## config.mk

```make
export PLATFORM = sky130hd
export DESIGN_NAME = mem_access_unit
export DESIGN_NICKNAME = d
export VERILOG_FILES = /design/src/rtl/mem_access_unit.sv
export SDC_FILE = /design/constraint.sdc
export NUM_CORES = 1
export LEC_CHECK = 0
export CORE_ASPECT_RATIO = 0.75
export CORE_UTILIZATION = 40
export CTS_CLUSTER_SIZE = 28
export DETAILED_ROUTE_END_ITERATION = 12
export PLACE_DENSITY = 0.78
export SLEW_MARGIN = 20
export SYNTH_ARGS = -nofsm -noshare
export SYNTH_HDL_FRONTEND = slang
export SYNTH_SLANG_ARGS = --single-unit
```

## constraint.sdc

```tcl
create_clock -name clk -period 4.36 [get_ports clk]
set_clock_uncertainty 0.05 [all_clocks]
set_input_delay 0.654 -clock clk [delete_from_list [all_inputs] [get_ports clk]]
set_output_delay 0.654 -clock clk [all_outputs]
set_load 0.005 [all_outputs]
```

## src/rtl/mem_access_unit.sv

```systemverilog
// Initiator side of the 8-bit data memory: byte / 16-bit little-endian loads and stores
// split into single-byte beats. Optional macro: MAU_WRAP_ERR_EN (wide access at all-ones address errors out).
module mem_access_unit #(
    parameter int AW = 8,
    parameter int DW = 8
) (
    input  logic            clk,
    input  logic            rst_n,
    input  logic            req_valid,
    output logic            req_ready,
    input  logic            req_we,
    input  logic            req_wide,
    input  logic [AW-1:0]   req_addr,
    input  logic [2*DW-1:0] req_wdata,
    output logic            resp_valid,
    input  logic            resp_ready,
    output logic [2*DW-1:0] resp_rdata,
    output logic            resp_err,
    output logic [AW-1:0]   mem_addr,
    output logic            mem_write,
    output logic [DW-1:0]   mem_wdata,
    input  logic [DW-1:0]   mem_rdata,
    output logic [1:0]      dbg_state
);

    // Handshakes: a transfer happens on a rising edge where valid and ready are both high;
    // a response holds valid and data stable until resp_ready is seen.
    typedef enum logic [1:0] {
        IDLE  = 2'd0,
        BEAT0 = 2'd1,
        BEAT1 = 2'd2,
        RESP  = 2'd3
    } state_t;

    state_t          state_q;
    logic            we_q;
    logic            wide_q;
    logic [AW-1:0]   addr_q;
    logic [DW-1:0]   wdata_hi_q;
    logic [2*DW-1:0] rdata_q;
    logic            err_q;
    logic [AW-1:0]   mem_addr_q;
    logic            mem_write_q;
    logic [DW-1:0]   mem_wdata_q;
    logic            wrap_hit;

`ifdef MAU_WRAP_ERR_EN
    assign wrap_hit = req_wide & (&req_addr);
`else
    assign wrap_hit = 1'b0;
`endif

    always_ff @(posedge clk or negedge rst_n) begin
        if (!rst_n) begin
            state_q     <= IDLE;
            we_q        <= 1'b0;
            wide_q      <= 1'b0;
            addr_q      <= '0;
            wdata_hi_q  <= '0;
            rdata_q     <= '0;
            err_q       <= 1'b0;
            mem_addr_q  <= '0;
            mem_write_q <= 1'b0;
            mem_wdata_q <= '0;
        end else begin
            case (state_q)
                IDLE: begin
                    mem_write_q <= 1'b0;
                    if (req_valid) begin
                        we_q       <= req_we;
                        wide_q     <= req_wide;
                        addr_q     <= req_addr;
                        wdata_hi_q <= req_wdata[2*DW-1:DW];
                        rdata_q    <= '0;
                        if (wrap_hit) begin
                            // Wrapping wide access: no beat at all, straight to an error response.
                            err_q   <= 1'b1;
                            state_q <= RESP;
                        end else begin
                            mem_addr_q  <= req_addr;
                            mem_write_q <= req_we;
                            mem_wdata_q <= req_wdata[DW-1:0];
                            state_q     <= BEAT0;
                        end
                    end
                end
                BEAT0: begin
                    if (!we_q) rdata_q[DW-1:0] <= mem_rdata;
                    if (wide_q) begin
                        mem_addr_q  <= addr_q + AW'(1);
                        mem_wdata_q <= wdata_hi_q;
                        mem_write_q <= we_q;
                        state_q     <= BEAT1;
                    end else begin
                        mem_write_q <= 1'b0;
                        state_q     <= RESP;
                    end
                end
                BEAT1: begin
                    if (!we_q) rdata_q[2*DW-1:DW] <= mem_rdata;
                    mem_write_q <= 1'b0;
                    state_q     <= RESP;
                end
                RESP: begin
                    mem_write_q <= 1'b0;
                    if (resp_ready) begin
                        err_q   <= 1'b0;
                        state_q <= IDLE;
                    end
                end
                default: state_q <= IDLE;
            endcase
        end
    end

    assign req_ready  = (state_q == IDLE);
    assign resp_valid = (state_q == RESP);
    assign resp_rdata = resp_valid ? rdata_q : '0;
    assign resp_err   = err_q;
    assign mem_addr   = mem_addr_q;
    assign mem_write  = mem_write_q;
    assign mem_wdata  = mem_wdata_q;
    assign dbg_state  = state_q;

endmodule
```

Yosys cells after proc, flatten, opt, wreduce, memory -nomap -nowiden
Index checks and enable logic that the tools add are counted.
{"block": "word_totals", "regBits": 53, "input_bits": 38, "out_inout_bits": 38, "word_cells": 46}
{"block": "op_classes", "n_addsub": 1, "eq_ne": 8, "muxes": 18, "n_reduce_logical": 9}
{"cell": "case mux 8 bit (2 select lines)", "count": 4}
{"cell": "two-way mux 8 bit", "count": 5}
{"cell": "two-way mux 16 bit", "count": 2}
{"cell": "AND reduction 3 bit", "count": 3}
{"cell": "adder 8 x 1 -> 8 bit, second input constant", "count": 1}
{"cell": "inequality test 2 bit, second input constant", "count": 4}
{"cell": "case mux 2 bit (4 select lines)", "count": 1}
{"cell": "equality test 2 bit, second input constant", "count": 2}
{"cell": "two-way mux 2 bit", "count": 2}
{"cell": "AND reduction 2 bit", "count": 2}
{"cell": "nonzero test 2 bit", "count": 2}
{"cell": "two-way mux 1 bit", "count": 3}
{"cell": "case mux 1 bit (3 select lines)", "count": 1}
{"cell": "equality test 2 x 1 -> 1 bit, second input constant", "count": 1}
{"cell": "logical NOT 2 bit", "count": 1}
{"cell": "inequality test 2 x 1 -> 1 bit, second input constant", "count": 1}
{"cell": "OR reduction 2 bit", "count": 1}

Logic depth before layout (Yosys ltp)
{"block": "depth", "word_depth": 3, "mapped_depth": 9, "ltp_nobuf": 6}

Worst setup path after synthesis
Ideal clock, no wire load.
{"block": "synth_timing", "kind": "register to register", "start": "register state_q[0] (netlist: dbg_state[0])", "end": "register mem_addr_q[7] (netlist: mem_addr[7])", "setup_time_ps": 121, "arrival_time_ps": 1596, "required_time_ps": 4189, "path_slack_ps": 2593, "stages_incl_launch_ff": 10, "path_buffers": 3, "synth_period_minus_slack_ps": 1767, "path_cell_list": "dfrtp_1 inv_1 ha_1 buf_6 mux2i_1 or2_1 buf_6 buf_6 nand2_1 o21ai_2"}
{"block": "synth_between", "elab_chain_cells": 3, "elab_cells_between_ends": 7, "cone_classes": "3 x eq/ne; 1 x mux; 3 x reduce/logical"}
{"item": "start: declaration", "line": "35", "rtl": "state_t state_q;"}
{"item": "start signal: assignment", "line": "55", "rtl": "state_q <= IDLE;"}
{"item": "start signal: assignment", "line": "78", "rtl": "state_q <= RESP;"}
{"item": "start signal: assignment", "line": "83", "rtl": "state_q <= BEAT0;"}
{"item": "logical NOT 2 bit *"}
{"item": "net req_ready", "line": "10", "rtl": "output logic req_ready,"}
{"item": "inequality test 2 bit (no source line) or nonzero test 2 bit (tied branches)"}
{"item": "AND reduction 3 bit (no source line)"}
{"item": "end signal: assignment", "line": "80", "rtl": "mem_addr_q <= req_addr;"}
{"item": "end signal: assignment", "line": "90", "rtl": "mem_addr_q <= addr_q + AW'(1);"}
{"item": "end: declaration", "line": "42", "rtl": "logic [AW-1:0] mem_addr_q;"}
The timed path passes the listed nets; every way through them passes the cells marked *.
A chain may end at the register's enable or synchronous reset.

Worst setup path in the final report
{"block": "layout_timing", "start": "register state_q[1] (netlist: dbg_state[1])", "end": "register mem_addr_q[3] (netlist: mem_addr[3])"}
{"block": "layout_between", "elab_chain_cells": 3, "elab_cells_between_ends": 7, "cone_classes": "3 x eq/ne; 1 x mux; 3 x reduce/logical"}
{"item": "equality test 2 x 1 -> 1 bit or logical NOT 2 bit (tied branches)", "line": "66", "rtl": "case (state_q)"}
{"item": "inequality test 2 bit (no source line) or nonzero test 2 bit (tied branches)"}
{"item": "AND reduction 3 bit (no source line)"}
Parallel ways exist; a longest one is shown, timed or not.

==> results by group <==
Outcome
  • Status: completed

Setup path
  • CP max FO: 29
  • Worst setup path class: register to register
  • Critical path arrival: 2.79 ns
  • Crit path cell chain: inv_1, ha_1, buf_4, nor2b_1, or2_2, o21ai_0
  • Worst Setup End Kind: register
  • Reg2Reg Launch Point: dbg_state[1]
  • Crit-path max cell delay: between 0.5 and 0.6 ns
  • Crit path launch: dbg_state[1]
  • Slowest stage cell, crit path: ha_1
  • Crit start category: register
  • Worst EP required: approximately 4.5 ns

Timing
  • Worst hold slack: ~0.40 ns
  • RSZ-0062 raised after global routing: no
  • Final Setup Violations: 0
  • Worst-margin pin slew: between 0.6 and 0.7 ns
  • Max Clock Freq: 374 MHz
  • Slew HR: 56.5%
  • Hold Vio Cnt, Final: 0
  • Setup TNS Final: 0 ns
  • Final Slew Violations: 0
  • Final worst-path cycle share: approximately 60%
  • Crit path time final: between 2 and 3 ns

Clock network
  • Clock Tree Root: clkbuf_8
  • Hold Buf Count CTS: 0
  • H-tree levels: 2
  • CTS tree: yes
  • CTS buffer count: 5
  • Clk_lat worst skew: about 0.30 ns
  • Clk slew on worst S/H paths: 0.09 ns
  • CTS Buffer Depth: 2
  • Post-CTS Resized: 0
  • # clock sinks: 53
  • Post-CTS setup repair buffer count: 0

Synth
  • Post-synth cell types: 32
  • Synth area leaders: dfrtp_1 (51%), mux2_2 (7.9%), nand2_1 (5.2%)
  • Syn Inst Count: 242
  • Synthesized cell area: around 0.0026 mm²
  • Post-synth top area share: 51.4%
  • Warnings, synthesis: 0
  • Ys flop type: dfrtp_1
  • Cell taking the most area after synthesis: dfrtp_1
  • Flops & latches, synth: 53
  • Sequential cell area fraction in the yosys report: between 50% and 60%
  • Most common library cells after synthesis: dfrtp_1 (53), nand2_1 (36), o21ai_0 (23), mux2_2 (18), and2_1 (16)
  • Mapped Nets: 285
  • Avg Inst Size Synth: 10.7 µm²
  • Async set-reset flop share out of synthesis: 100%
  • Post-synth EDFFs: 0
  • Count leader, synth: dfrtp_1

Global route
  • Total grt overflow: 0
  • Total track usage: between 10% and 20%
  • Initial antenna violation count: 0
  • Vias in the first global route: 1853
  • First-pass GRT wire length: 8.89 mm
  • Largest net degree at the start of global routing: 54

Drt
  • DR DRC count: 0
  • Vias: 1890
  • Pre-Repair DR Iteration Count: 4
  • Post-route ant nets: 0
  • Vias per cell: 4.83
  • Starting DRC count in detailed routing: 97
  • Avg WL per Cell: 13.6 µm
  • Total routed wirelength: approximately 5.3 mm

Power and ir drop
  • Lkg Pwr: 0.00145 µW
  • Pwr Density: 640 mW/mm²
  • VDD IR-drop max: 0.000298 V
  • Power Total: 2190 µW

Floorplanning
  • Die width: roughly 95 µm
  • Die ar.: 0.00678 mm²
  • Core ar.: between 0.006 and 0.007 mm²
  • Initial core utilization: between 40% and 50%
  • Die span in y: 71.6 µm
  • Boundary Pins: 76
  • Num rows: 24

Hold path
  • Worst Hold Class: input pin to async pin

Layout
  • Post-Route Utilization: 56.9%
  • Share of layout cells above drive strength 1: 13.4%
  • Area Growth Syn to Fin: 32.5%
  • ANT cells: 0
  • FILL cells: 578
  • Layout Nets: 355
  • Finished Cell Area: ~0.0034 mm²

Placement
  • Global placer's final weighted congestion: 0.777
  • IO Port Bufs: 74
  • Post-DP HPWL: between 3 and 4 mm
  • Placed cell area: 0.00334 mm²

Job
  • Max Cap Viol: 0
==> through the flow <==
stage                     setup slack (ns)  instances
after global routing                  1.42        391
after global placement                1.48        383
after detailed placement              1.29        383
after floorplan                       2.59        242
after CTS                             1.30        391
final                                 1.69        391
==> area by class of cell <==
class | count | area [µm²] | area share, %
Timing Repair Buffer | 76 | 751 | 22.0
Clock buffer | 6 | 72.6 | 2.12
Multi-Input combinational cell | 164 | 1120 | 32.7
Clock inverter | 2 | 10.0 | 0.293
Sequential cell | 53 | 1330 | 38.8
Inverter | 12 | 45.0 | 1.32
Tap cell | 78 | 97.6 | 2.85
==> power by group <==
group	total [µW]	switching, µW	leakage (µW)	internal [µW]
Combinational	1060	509	0.000744	547
Clock	264	152	0.0000450	112
Sequential	870	155	0.000666	716
Total	2190	815	0.00145	1370
==> state kept, by name, indices dropped and copies added, names as in the netlist <==
signal	cells
addr_q	8
dbg_state	2
mem_addr	8
mem_wdata	8
mem_write	1
rdata_q	16
wdata_hi_q	8
we_q	1
wide_q	1
==> logic make-up (layout without fill, tap and decap cells) <==
kind of cell,Yosys count,count (layout),share of synthesized area (%)
flops,53,53,51.4
fa+ha+maj,5,5,2.42
xor+xnor,5,5,1.70
other cells,1,1,0.145
mux,31,31,12.9
simple gates,81,81,15.6
buf+inv,25,96,5.33
compound gates,41,41,10.6
==> critical path, delay by kind of cell, from the launching register on <==
kind | cells | cell delay, ns
adders and majority gates | 1 | 0.56
buffers and inverters | 2 | 0.47
and+or+nand+nor | 2 | 0.82
AOI/OAI and AO/OA | 1 | 0.19
DFF | 1 | 0.44
==> worst paths after layout <==
kind	end	slack, ns	cells after the start
worst max-delay path	mem_addr[3]	1.69	6
max in group asynchronous	mem_wdata[0]	3.42	2
worst max register to register	mem_addr[3]	1.69	6
worst min-delay path	rdata_q[12]	0.40	2
worst min register to register	rdata_q[3]	0.43	2
min in group clk	rdata_q[3]	0.43	2
==> metal layers <==
metal / vias to the layer above / global-route usage [%] / share of wire [%]
li1: 953 / - / -
met1: 890 / 23.0 / 47
met2: 42 / 27.9 / 48
met3: 5 / 3.61 / 4.0
met4: 0 / 4.04 / 0.81
met5: - / 0 / 0
==> cells in the final DEF, fill, tap and decap left out, types with 2 or more instances in the layout <==
master,n
o21ai_2,10
ha_1,5
a21o_1,2
nand2_1,36
buf_4,2
xnor2_1,3
clkinv_2,2
clkbuf_8,5
o31ai_1,2
nand3b_1,2
mux2i_1,13
clkdlybuf4s50_1,73
nand3_1,15
mux2_2,18
and3_1,2
and2_1,16
inv_1,12
o21ai_0,23
xor2_1,2
dfrtp_1,53
o211ai_1,2
nor2_1,3
Note: power is estimated with default switching activity, not from simulation.
